$ cat src/rtl/uart_pkg.sv
// rtl/uart_pkg.sv - shared types and frame constants for the UART TX arbiter
package uart_pkg;

  typedef enum logic {
    S_ARB = 1'b0,
    S_OWN = 1'b1
  } eUartArbState;

  // start bit, 8 data bits, stop bit
  localparam int UART_FRAME_BAUDS = 10;

  function automatic int frame_ticks(input int ticks_per_baud);
    return UART_FRAME_BAUDS * ticks_per_baud;
  endfunction

endpackage

$ cat src/rtl/uart_rr_pick.sv
// rtl/uart_rr_pick.sv - round-robin pick: first valid index at or after rr_ptr, wrapping
module uart_rr_pick
  import uart_pkg::*;
#(
  parameter int N_REQ = 4,
  localparam int IDX_W = $clog2(N_REQ)
) (
  input  logic [N_REQ-1:0] valid,
  input  logic [IDX_W-1:0] rr_ptr,
  output logic [IDX_W-1:0] win_idx,
  output logic             any_valid
);

  logic [N_REQ-1:0] rotated;
  int               offset;
  int               sum;

  // Rotate so rr_ptr sits at bit 0, take the lowest set bit, then rotate back.
  always_comb begin
    rotated = N_REQ'({valid, valid} >> rr_ptr);
    offset  = 0;
    for (int i = N_REQ - 1; i >= 0; i--) begin
      if (rotated[i]) begin
        offset = i;
      end
    end
    sum = int'(rr_ptr) + offset;
    if (sum >= N_REQ) begin
      sum = sum - N_REQ;
    end
    win_idx   = IDX_W'(sum);
    any_valid = |valid;
  end

endmodule

$ cat src/rtl/uart_tx_arbiter.sv
// rtl/uart_tx_arbiter.sv - round-robin packet arbiter pacing strobes into a static-baud UART TX
// Optional stalled-owner lock revocation under UART_ARB_TIMEOUT_EN.
module uart_tx_arbiter
  import uart_pkg::*;
#(
  parameter int N_REQ          = 4,
  parameter int TICKS_PER_BAUD = 16,
  parameter int TIMEOUT_CYCLES = 1024,
  localparam int IDX_W = $clog2(N_REQ)
) (
  input  logic               clk,
  input  logic               rst,
  input  logic [N_REQ-1:0]   req_valid,
  input  logic [8*N_REQ-1:0] req_data,
  input  logic [N_REQ-1:0]   req_last,
  output logic [N_REQ-1:0]   req_ready,
  output logic               uart_stb,
  output logic [7:0]         uart_data,
  output logic [IDX_W-1:0]   grant_id,
  output logic               busy,
  output logic               timeout
);

  localparam int                FRAME      = frame_ticks(TICKS_PER_BAUD);
  localparam int                GW         = $clog2(FRAME + 1);
  localparam logic [GW-1:0]     GUARD_LOAD = GW'(FRAME);
  localparam logic [IDX_W-1:0]  LAST_IDX   = IDX_W'(N_REQ - 1);

  eUartArbState     state;
  logic [IDX_W-1:0] rr_ptr;
  logic [GW-1:0]    guard;
  logic [IDX_W-1:0] pick_idx;
  logic             pick_any;
  logic             owner_valid;
  logic             owner_last;
  logic [7:0]       owner_data;
  logic             slot_open;
  logic             hs;
  logic [IDX_W-1:0] next_ptr;

  uart_rr_pick #(
    .N_REQ(N_REQ)
  ) u_pick (
    .valid    (req_valid),
    .rr_ptr   (rr_ptr),
    .win_idx  (pick_idx),
    .any_valid(pick_any)
  );

  always_comb begin
    owner_valid = req_valid[grant_id];
    owner_last  = req_last[grant_id];
    owner_data  = req_data[{grant_id, 3'b000} +: 8];
    // guard models the transmitter's frame time, since it reports no busy
    slot_open   = (state == S_OWN) && (guard == '0) && !uart_stb;
    hs          = slot_open && owner_valid;
    next_ptr    = (grant_id == LAST_IDX) ? '0 : grant_id + 1'b1;
  end

  always_comb begin
    req_ready = '0;
    if (slot_open) begin
      req_ready[grant_id] = 1'b1;
    end
  end

  assign busy = (state == S_OWN) || (guard != '0) || uart_stb;

`ifdef UART_ARB_TIMEOUT_EN
  localparam int                 TO_W     = $clog2(TIMEOUT_CYCLES + 1);
  localparam logic [TO_W-1:0]    TO_LIMIT = TO_W'(TIMEOUT_CYCLES - 1);

  logic [TO_W-1:0] idle_cnt;
  logic            owner_stalled;

  assign owner_stalled = (state == S_OWN) && (guard == '0) && !owner_valid;

  always_ff @(posedge clk) begin
    if (rst) begin
      idle_cnt <= '0;
      timeout  <= 1'b0;
    end else begin
      timeout <= 1'b0;
      if (!owner_stalled) begin
        idle_cnt <= '0;
      end else if (idle_cnt == TO_LIMIT) begin
        idle_cnt <= '0;
        timeout  <= 1'b1;
      end else begin
        idle_cnt <= idle_cnt + 1'b1;
      end
    end
  end
`else
  logic owner_stalled;
  assign owner_stalled = 1'b0;
  // the lock is only ever released by req_last in this build
  assign timeout = 1'b0 & (TIMEOUT_CYCLES != 0);
`endif

  always_ff @(posedge clk) begin
    if (rst) begin
      state     <= S_ARB;
      rr_ptr    <= '0;
      grant_id  <= '0;
      guard     <= '0;
      uart_stb  <= 1'b0;
      uart_data <= '0;
    end else begin
      uart_stb <= hs;
      if (hs) begin
        uart_data <= owner_data;
      end

      if (hs) begin
        guard <= GUARD_LOAD;
      end else if (guard != '0) begin
        guard <= guard - 1'b1;
      end

      case (state)
        S_ARB: begin
          if (pick_any) begin
            grant_id <= pick_idx;
            state    <= S_OWN;
          end
        end
        S_OWN: begin
          if (hs && owner_last) begin
            state  <= S_ARB;
            rr_ptr <= next_ptr;
          end else if (owner_stalled && (TIMEOUT_CYCLES > 0)) begin
`ifdef UART_ARB_TIMEOUT_EN
            if (idle_cnt == TO_LIMIT) begin
              state  <= S_ARB;
              rr_ptr <= next_ptr;
            end
`endif
          end
        end
        default: state <= S_ARB;
      endcase
    end
  end

endmodule

$ cat config.mk
export PLATFORM = sky130hd
export DESIGN_NAME = uart_tx_arbiter
export DESIGN_NICKNAME = d
export VERILOG_FILES = /design/src/rtl/uart_pkg.sv /design/src/rtl/uart_rr_pick.sv /design/src/rtl/uart_tx_arbiter.sv
export SDC_FILE = /design/constraint.sdc
export NUM_CORES = 1
export LEC_CHECK = 0
export CORE_MARGIN = 5
export CORE_UTILIZATION = 39
export CTS_CLUSTER_DIAMETER = 80
export CTS_CLUSTER_SIZE = 28
export DETAILED_ROUTE_END_ITERATION = 8
export PLACE_DENSITY = 0.76
export SLEW_MARGIN = 10
export SYNTH_ARGS = -nofsm -noshare
export SYNTH_HDL_FRONTEND = slang
export SYNTH_HIERARCHICAL = 1
export SYNTH_SLANG_ARGS = --single-unit
export TNS_END_PERCENT = 1
$ cat constraint.sdc
create_clock -name clk -period 1.9 [get_ports clk]
set_input_delay 0.57 -clock clk [delete_from_list [all_inputs] [get_ports clk]]
set_output_delay 0.57 -clock clk [all_outputs]
set_load 0.005 [all_outputs]
==> flow_results.xml, run 1 <==
<?xml version="1.0" encoding="UTF-8"?>
<metrics>
  <group name="cts">
    <metric name="h-tree-depth" unit="">1</metric>
    <metric name="cts-root-to-sink-buffers" unit="">2</metric>
    <metric name="worst_setup_hold_path_clk_slew" unit="ns">0.09</metric>
    <metric name="postCtsHoldBufs" unit="">0</metric>
    <metric name="cts.sinks" unit="">22</metric>
    <metric name="tritoncts.num_buffers" unit="">3</metric>
    <metric name="cts_tree" unit="">yes</metric>
    <metric name="cts_root_buf" unit="">clkbuf_8</metric>
    <metric name="clk-insertion-delay-late" unit="ns">0.26</metric>
  </group>
  <group name="yosys">
    <metric name="synth.area.top_cells" unit="">dfxtp_1 (30%), mux4_2 (15%), ha_1 (6.0%)</metric>
    <metric name="synth-main-ff-cell" unit="">dfxtp_1</metric>
    <metric name="mappedNetlistArea" unit="µm²">1470</metric>
    <metric name="synthArstFlopShare" unit="%">0</metric>
    <metric name="synth_cells" unit="">155</metric>
    <metric name="synth-seq-area-share" unit="%">29.9</metric>
    <metric name="yosys-top-cells-count" unit="">dfxtp_1 (22), inv_1 (14), nor2_1 (14), nand2_1 (13), mux4_2 (10)</metric>
    <metric name="synth_cell_type_count" unit="">42</metric>
    <metric name="synthMostInstantiatedCell" unit="">dfxtp_1</metric>
    <metric name="synth_top_area_cell" unit="">dfxtp_1</metric>
    <metric name="synth.ff_latch_count" unit="">22</metric>
    <metric name="yosys_warnings" unit="">6</metric>
    <metric name="syn_area_per_cell" unit="µm²">9.49</metric>
    <metric name="number_of_enable_flip_flop_cells_after_synthesis" unit="">0</metric>
    <metric name="net_count_of_the_mapped_netlist" unit="">204</metric>
    <metric name="post-synth-top-area-fraction" unit="%">29.9</metric>
  </group>
  <group name="place">
    <metric name="placed_cells" unit="">289</metric>
    <metric name="detailed_placer_s_ending_hpwl" unit="µm">3410</metric>
    <metric name="buffers_on_ports" unit="">57</metric>
    <metric name="place_congestion" unit="">0.768</metric>
    <metric name="dp_worst_setup_slack" unit="ns">-0.487</metric>
  </group>
  <group name="final_layout">
    <metric name="area_used_by_multi_input_combinational_logic" unit="µm²">985</metric>
    <metric name="layout_overhead_on_the_synthesized_area" unit="%">77.3</metric>
    <metric name="ff_latch_area" unit="µm²">450</metric>
    <metric name="final-instance-count-excl-fill" unit="">308</metric>
    <metric name="drive_above_1_share" unit="%">37.3</metric>
    <metric name="antenna_diodes" unit="">0</metric>
    <metric name="finalCoreUtilization" unit="%">71.3</metric>
    <metric name="fill_cells" unit="">283</metric>
    <metric name="final_nets" unit="">310</metric>
  </group>
  <group name="routing">
    <metric name="wire_per_inst" unit="µm">15.0</metric>
    <metric name="detail-route-antenna-nets" unit="">0</metric>
    <metric name="route.final.wire_length" unit="µm">4630</metric>
    <metric name="dr.pass1.iters" unit="">4</metric>
    <metric name="initialDrtViolationCount" unit="">59</metric>
    <metric name="routed-via-count" unit="">1545</metric>
    <metric name="via_per_inst" unit="">5.02</metric>
    <metric name="route.detailed.drc" unit="">0</metric>
  </group>
  <group name="min_path">
    <metric name="worst_hold_path.num_cells" unit="">2</metric>
    <metric name="worst_hold_path.endpoint" unit="">uart_data[0]$_SDFFE_PP0P_</metric>
    <metric name="worstHoldStart" unit="">uart_data[0]$_SDFFE_PP0P_</metric>
    <metric name="hold_path_class" unit="">register to register</metric>
  </group>
  <group name="timing">
    <metric name="final.setup_skew" unit="ns">0.00749</metric>
    <metric name="hold_violations" unit="">0</metric>
    <metric name="max_freq" unit="MHz">428</metric>
    <metric name="worst_hold_slack" unit="ns">0.461</metric>
    <metric name="min_period_over_period" unit="%">123</metric>
    <metric name="period_minus_slack" unit="ns">2.34</metric>
    <metric name="final-setup-viol-count" unit="">6</metric>
    <metric name="unrepaired_setup_endpoints_after_global_routing" unit="">yes</metric>
    <metric name="report.final.slew_viol_count" unit="">0</metric>
    <metric name="worst_slack" unit="ns">-0.435</metric>
  </group>
  <group name="power_and_ir_drop">
    <metric name="max-vdd-ir-drop" unit="µV">405</metric>
    <metric name="power.density" unit="nW/µm²">1000</metric>
    <metric name="leakagePower" unit="nW">1.14</metric>
  </group>
  <group name="critical_path">
    <metric name="cp-start-kind" unit="">register</metric>
    <metric name="critical_path.cell_chain" unit="">inv_2 -&gt; ha_4 -&gt; nor3b_4 -&gt; nand2_2 -&gt; buf_6 -&gt; or3_1 -&gt; buf_2</metric>
    <metric name="cp.required" unit="ns">1.33</metric>
    <metric name="critical_path.slowest_cell" unit="">dfxtp_2</metric>
    <metric name="arrival" unit="ns">1.77</metric>
    <metric name="family_with_the_most_delay_on_the_worst_path" unit="">simple AND/OR/NAND/NOR gates</metric>
    <metric name="timing.critical_path.to_type" unit="">output port</metric>
    <metric name="crit-reg2reg-launch" unit="">guard[0]$_SDFFE_PP0P_</metric>
    <metric name="r2r_end" unit="">guard[1]$_SDFFE_PP0P_</metric>
    <metric name="worstRegToRegCells" unit="">16</metric>
    <metric name="largest_fanout_of_any_net_on_the_critical_path" unit="">3</metric>
    <metric name="cpPeakStageDelay" unit="ns">0.33</metric>
    <metric name="worst-setup-path-type" unit="">register to output port</metric>
    <metric name="cp_buf_inv_count" unit="">3</metric>
    <metric name="r2r_slack" unit="ns">-0.35</metric>
  </group>
  <group name="floorplanning">
    <metric name="fp.coreArea" unit="µm²">3660</metric>
    <metric name="die_height" unit="µm">71.4</metric>
    <metric name="initial_utilization" unit="%">40.2</metric>
    <metric name="boundaryPins" unit="">59</metric>
    <metric name="rows" unit="">22</metric>
    <metric name="die_area" unit="µm²">5100</metric>
    <metric name="die_w" unit="µm">71.4</metric>
  </group>
  <group name="global_route">
    <metric name="grt_pass1_vias" unit="">1647</metric>
    <metric name="grt.overflow.total" unit="">0</metric>
    <metric name="groute.usage.overall" unit="%">19.1</metric>
    <metric name="antenna_violations_before_repair" unit="">0</metric>
    <metric name="wire_length_of_the_first_global_routing_pass" unit="µm">7670</metric>
    <metric name="pin_count_of_the_biggest_net_entering_global_routing" unit="">13</metric>
  </group>
  <group name="job">
    <metric name="max-cap-violations" unit="">0</metric>
  </group>
  <group name="run_status">
    <metric name="failed_checks" unit="">negative setup slack</metric>
    <metric name="outcome" unit="">finished with violations</metric>
  </group>
</metrics>
cells in the final DEF (no fill, tap or decap), types with 2 or more instances in the layout:
cell / netlist / layout
dfxtp_2: 0 / 2
inv_1: 14 / 12
ha_1: 7 / 6
a21oi_1: 4 / 4
or3_1: 2 / 2
nor4_1: 2 / 2
and3_4: 0 / 2
nor2_1: 14 / 13
dlygate4sd2_1: 0 / 4
buf_6: 1 / 14
dfxtp_1: 22 / 18
xnor2_1: 3 / 3
nor2b_1: 3 / 3
nor3b_1: 2 / 2
o21ai_2: 7 / 7
buf_4: 2 / 37
xor2_1: 2 / 2
o21ai_1: 2 / 2
clkbuf_8: 0 / 4
nand2_1: 13 / 12
and3_1: 4 / 2
dfxtp_4: 0 / 2
a211oi_1: 3 / 2
mux2i_1: 4 / 4
clkdlybuf4s50_1: 0 / 46
nor3_1: 6 / 6
nand2b_1: 5 / 5
a31oi_1: 2 / 2
buf_2: 1 / 3
dlymetal6s2s_1: 0 / 2
inv_2: 0 / 2
mux4_2: 10 / 10
o21ai_0: 2 / 2
per-stage QoR:
step / TNS, ns / instance area, µm² / power [mW]
floorplan: 0 / 1480 / 1.20
global placement: -8.01 / 2330 / 1.70
detailed placement: -8.63 / 2330 / 1.73
CTS: -1.82 / 2580 / 2.50
global route: -2.67 / 2610 / 2.77
finish: -2.24 / 2610 / 2.61
cell type report:
| class | count | share of cell area, % |
|---|---|---|
| Tap cell | 48 | 2.30 |
| Sequential cell | 22 | 17.3 |
| Clock buffer | 4 | 2.11 |
| Timing Repair Buffer | 108 | 38.6 |
| Inverter | 14 | 2.01 |
| Multi-Input combinational cell | 112 | 37.7 |
routing by layer:
layer | track usage [%] | share of wire, % | vias up
met5 | 0 | 0 | -
met4 | 7.31 | 2.4 | 0
met3 | 1.82 | 3.4 | 8
met2 | 34.5 | 54 | 34
met1 | 23.1 | 40 | 744
li1 | - | - | 759
power by group:
part           switching [mW]  leakage, nW  internal [mW]  total [mW]
Sequential             0.0794        0.182          0.553       0.633
Clock                   0.160       0.0288          0.185       0.344
Combinational           0.634        0.927           1.00        1.63
worst max-delay path by stage:
| stage | from | end | slack, ns | cells after the start |
|---|---|---|---|---|
| 5_1_grt | guard[0]$_SDFFE_PP0P_ | busy | -0.48 | 7 |
| 6_report | guard[0]$_SDFFE_PP0P_ | busy | -0.44 | 7 |
| 3_3_place_gp | req_valid[1] | grant_id[1]$_SDFFE_PP0P_ | -0.43 | 10 |
| 4_1_cts | guard[1]$_SDFFE_PP0P_ | busy | -0.40 | 7 |
| 3_5_place_dp | req_valid[1] | grant_id[1]$_SDFFE_PP0P_ | -0.49 | 10 |
| 2_1_floorplan | guard[0]$_SDFFE_PP0P_ | req_ready[0] | 0.03 | 6 |
logic make-up after synthesis:
logic type	count (synthesis)	synth area share, %
compound gates	24	12.4
xor+xnor	5	2.98
fa+ha+maj	7	5.95
buf+inv	21	6.55
flops	22	29.9
mux	15	18.8
other cells	1	0.255
simple gates	60	23.1
tightest hold or removal path: stages (launching register included):
cell     delay, ns
dfxtp_1       0.32
nand2_1       0.06
o21ai_2       0.04
repair_timing:
item                       CTS  global route
cloned                       0             0
setup endpoints to repair   23            15
setup buffers               15             1
pin swaps                    3             1
resized for setup           57             6
registers in the layout, summed over array words and instances (netlist names):
name and flops:
rr_ptr 2, uart_data 8, state 1, uart_stb 1, grant_id 2, guard 8
(Power assumes the default switching activity.)
==> inputs of run 2 (changes only) <==
--- a/config.mk
+++ b/config.mk
@@ -5,12 +5,13 @@
 export SDC_FILE = /design/constraint.sdc
 export NUM_CORES = 1
 export LEC_CHECK = 0
-export CORE_MARGIN = 5
-export CORE_UTILIZATION = 39
+export CORE_MARGIN = 2
+export CORE_UTILIZATION = 40
+export CTS_BUF_LIST = sky130_fd_sc_hd__clkbuf_4 sky130_fd_sc_hd__clkbuf_8
 export CTS_CLUSTER_DIAMETER = 80
 export CTS_CLUSTER_SIZE = 28
 export DETAILED_ROUTE_END_ITERATION = 8
-export PLACE_DENSITY = 0.76
+export PLACE_DENSITY = 0.78
 export SLEW_MARGIN = 10
 export SYNTH_ARGS = -nofsm -noshare
 export SYNTH_HDL_FRONTEND = slang
==> flow_results.xml, run 2 (synthesized netlist as in run 1, its figures left out) <==
<?xml version="1.0" encoding="UTF-8"?>
<metrics>
  <group name="place">
    <metric name="placed_cells" unit="">286</metric>
    <metric name="detailed_placer_s_ending_hpwl" unit="µm">3060</metric>
    <metric name="place_congestion" unit="">0.775</metric>
    <metric name="buffers_on_ports" unit="">57</metric>
  </group>
  <group name="cts">
    <metric name="cts_tree" unit="">yes</metric>
    <metric name="clk-insertion-delay-late" unit="ns">0.26</metric>
    <metric name="postCtsHoldBufs" unit="">0</metric>
    <metric name="h-tree-depth" unit="">1</metric>
    <metric name="tritoncts.num_buffers" unit="">3</metric>
    <metric name="worst_setup_hold_path_clk_slew" unit="ns">0.08</metric>
    <metric name="cts_root_buf" unit="">clkbuf_8</metric>
    <metric name="cts.sinks" unit="">22</metric>
    <metric name="cts-root-to-sink-buffers" unit="">2</metric>
  </group>
  <group name="critical_path">
    <metric name="worst-setup-path-type" unit="">register to output port</metric>
    <metric name="largest_fanout_of_any_net_on_the_critical_path" unit="">2</metric>
    <metric name="cp-start-kind" unit="">register</metric>
    <metric name="cp.required" unit="ns">1.33</metric>
    <metric name="cpPeakStageDelay" unit="ns">0.33</metric>
    <metric name="critical_path.slowest_cell" unit="">dfxtp_2</metric>
    <metric name="arrival" unit="ns">1.65</metric>
    <metric name="timing.critical_path.to_type" unit="">output port</metric>
    <metric name="critical_path.cell_chain" unit="">inv_2 -&gt; ha_4 -&gt; nor3b_4 -&gt; buf_4 -&gt; nand2_2 -&gt; or3_1 -&gt; buf_2</metric>
  </group>
  <group name="floorplanning">
    <metric name="rows" unit="">22</metric>
    <metric name="fp.coreArea" unit="µm²">3610</metric>
    <metric name="boundaryPins" unit="">59</metric>
    <metric name="die_area" unit="µm²">4180</metric>
    <metric name="die_w" unit="µm">64.7</metric>
    <metric name="initial_utilization" unit="%">40.8</metric>
    <metric name="die_height" unit="µm">64.7</metric>
  </group>
  <group name="final_layout">
    <metric name="layout_common_cells" unit="">clkdlybuf4s50_1 (47), buf_4 (34), dfxtp_1 (17), nor2_1 (14)</metric>
    <metric name="drive_above_1_share" unit="%">35.2</metric>
    <metric name="final_common_cell" unit="">clkdlybuf4s50_1</metric>
    <metric name="largestRegisters" unit="">guard x8, uart_data x8</metric>
    <metric name="layout_overhead_on_the_synthesized_area" unit="%">70.5</metric>
    <metric name="final_nets" unit="">301</metric>
    <metric name="final-instance-count-excl-fill" unit="">298</metric>
    <metric name="fill_cells" unit="">278</metric>
    <metric name="antenna_diodes" unit="">0</metric>
  </group>
  <group name="global_route">
    <metric name="groute.layer.met1.usage" unit="%">23.2</metric>
    <metric name="grt_most_used_layer" unit="">met2</metric>
    <metric name="grt.overflow.total" unit="">0</metric>
    <metric name="wire_length_of_the_first_global_routing_pass" unit="µm">6710</metric>
    <metric name="antenna_violations_before_repair" unit="">0</metric>
    <metric name="pin_count_of_the_biggest_net_entering_global_routing" unit="">13</metric>
    <metric name="grt_pass1_vias" unit="">1500</metric>
    <metric name="groute.usage.overall" unit="%">20.8</metric>
    <metric name="met2_usage" unit="%">39.2</metric>
    <metric name="grtUsageMet3" unit="%">3.65</metric>
  </group>
  <group name="timing">
    <metric name="max_freq" unit="MHz">450</metric>
    <metric name="final-setup-viol-count" unit="">5</metric>
    <metric name="hold_violations" unit="">0</metric>
    <metric name="report.final.slew_viol_count" unit="">0</metric>
    <metric name="worst_slack" unit="ns">-0.324</metric>
    <metric name="fin_setup_tns" unit="ns">-1.28</metric>
    <metric name="unrepaired_setup_endpoints_after_global_routing" unit="">yes</metric>
    <metric name="final.setup_skew" unit="ns">0.00351</metric>
    <metric name="min_period_over_period" unit="%">117</metric>
    <metric name="worst_hold_slack" unit="ns">0.454</metric>
    <metric name="period_minus_slack" unit="ns">2.22</metric>
  </group>
  <group name="routing">
    <metric name="routed-via-count" unit="">1483</metric>
    <metric name="route.detailed.drc" unit="">0</metric>
    <metric name="via_per_inst" unit="">4.98</metric>
    <metric name="wire_per_inst" unit="µm">14.3</metric>
    <metric name="dr.pass1.iters" unit="">4</metric>
    <metric name="route.final.wire_length" unit="µm">4250</metric>
    <metric name="detail-route-antenna-nets" unit="">0</metric>
    <metric name="initialDrtViolationCount" unit="">20</metric>
  </group>
  <group name="power_and_ir_drop">
    <metric name="max-vdd-ir-drop" unit="µV">461</metric>
    <metric name="leakagePower" unit="nW">1.06</metric>
    <metric name="power.density" unit="nW/µm²">938</metric>
  </group>
  <group name="min_path">
    <metric name="hold_path_class" unit="">register to register</metric>
  </group>
  <group name="job">
    <metric name="max-cap-violations" unit="">0</metric>
  </group>
  <group name="run_status">
    <metric name="failed_checks" unit="">negative setup slack</metric>
    <metric name="outcome" unit="">finished with violations</metric>
  </group>
</metrics>
-- run 2: cell types whose count changed in the layout (fill, tap and decap cells not counted), sizes merged --
| cell | before | now |
|---|---|---|
| dlymetal6s2s | 2 | 0 |
| buf | 56 | 47 |
| dlygate4sd2 | 4 | 5 |
| clkdlybuf4s50 | 46 | 47 |
| clkbuf | 4 | 3 |
-- run 2: power breakdown --
group | internal [mW] | leakage (nW) | switching (mW)
logic | 0.840 | 0.858 | 0.591
registers | 0.555 | 0.182 | 0.0759
clock network | 0.142 | 0.0216 | 0.150
total | 1.54 | 1.06 | 0.817
-- run 2: layer usage --
layer | wire [µm] | up-vias
met5 | 0 | -
met3 | 113 | 10
met2 | 2450 | 25
met1 | 1590 | 706
met4 | 91 | 0
li1 | - | 742
-- run 2: per-stage QoR --
step / power (mW) / worst slack, ns / cell area [µm²] / util (%)
2_1_floorplan: 1.20 / 0.0253 / 1480 / -
3_3_place_gp: 1.67 / -0.408 / 2320 / 64.5
3_5_place_dp: 1.70 / -0.451 / 2320 / 64.5
4_1_cts: 2.20 / -0.331 / 2440 / 67.8
5_1_grt: 2.49 / -0.396 / 2510 / 69.6
6_report: 2.35 / -0.324 / 2510 / 69.6
-- run 2: worst paths after layout --
check | slack [ns] | end | start | cells after the start
hold / removal | 0.45 | uart_data[3]$_SDFFE_PP0P_ | uart_data[3]$_SDFFE_PP0P_ | 2
hold reg to reg | 0.45 | uart_data[3]$_SDFFE_PP0P_ | uart_data[3]$_SDFFE_PP0P_ | 2
setup / recovery | -0.32 | busy | guard[1]$_SDFFE_PP0P_ | 7
setup reg to reg | 0.03 | uart_data[1]$_SDFFE_PP0P_ | guard[1]$_SDFFE_PP0P_ | 11
-- run 2: layout make-up --
cell class	count	area [µm²]	area share (%)
Tap cell	48	60.1	2.39
Multi-Input combinational cell	112	992	39.6
Timing Repair Buffer	99	911	36.3
Clock buffer	3	41.3	1.65
Sequential cell	22	452	18.0
Inverter	14	52.6	2.09
-- run 2: repair_timing --
action                     4_1_cts  5_1_grt
pin swaps                        5        9
setup endpoints to repair       26       18
resized for setup               46        9
buffers inserted                 7        2
-- run 2: worst max-delay path: cells and delay by family, from the launching register on --
| kind | cells | cell delay (ns) |
|---|---|---|
| AND/OR/NAND/NOR | 3 | 0.56 |
| buffers and inverters | 3 | 0.35 |
| flip-flops | 1 | 0.33 |
| adder cells (fa/ha/maj) | 1 | 0.13 |
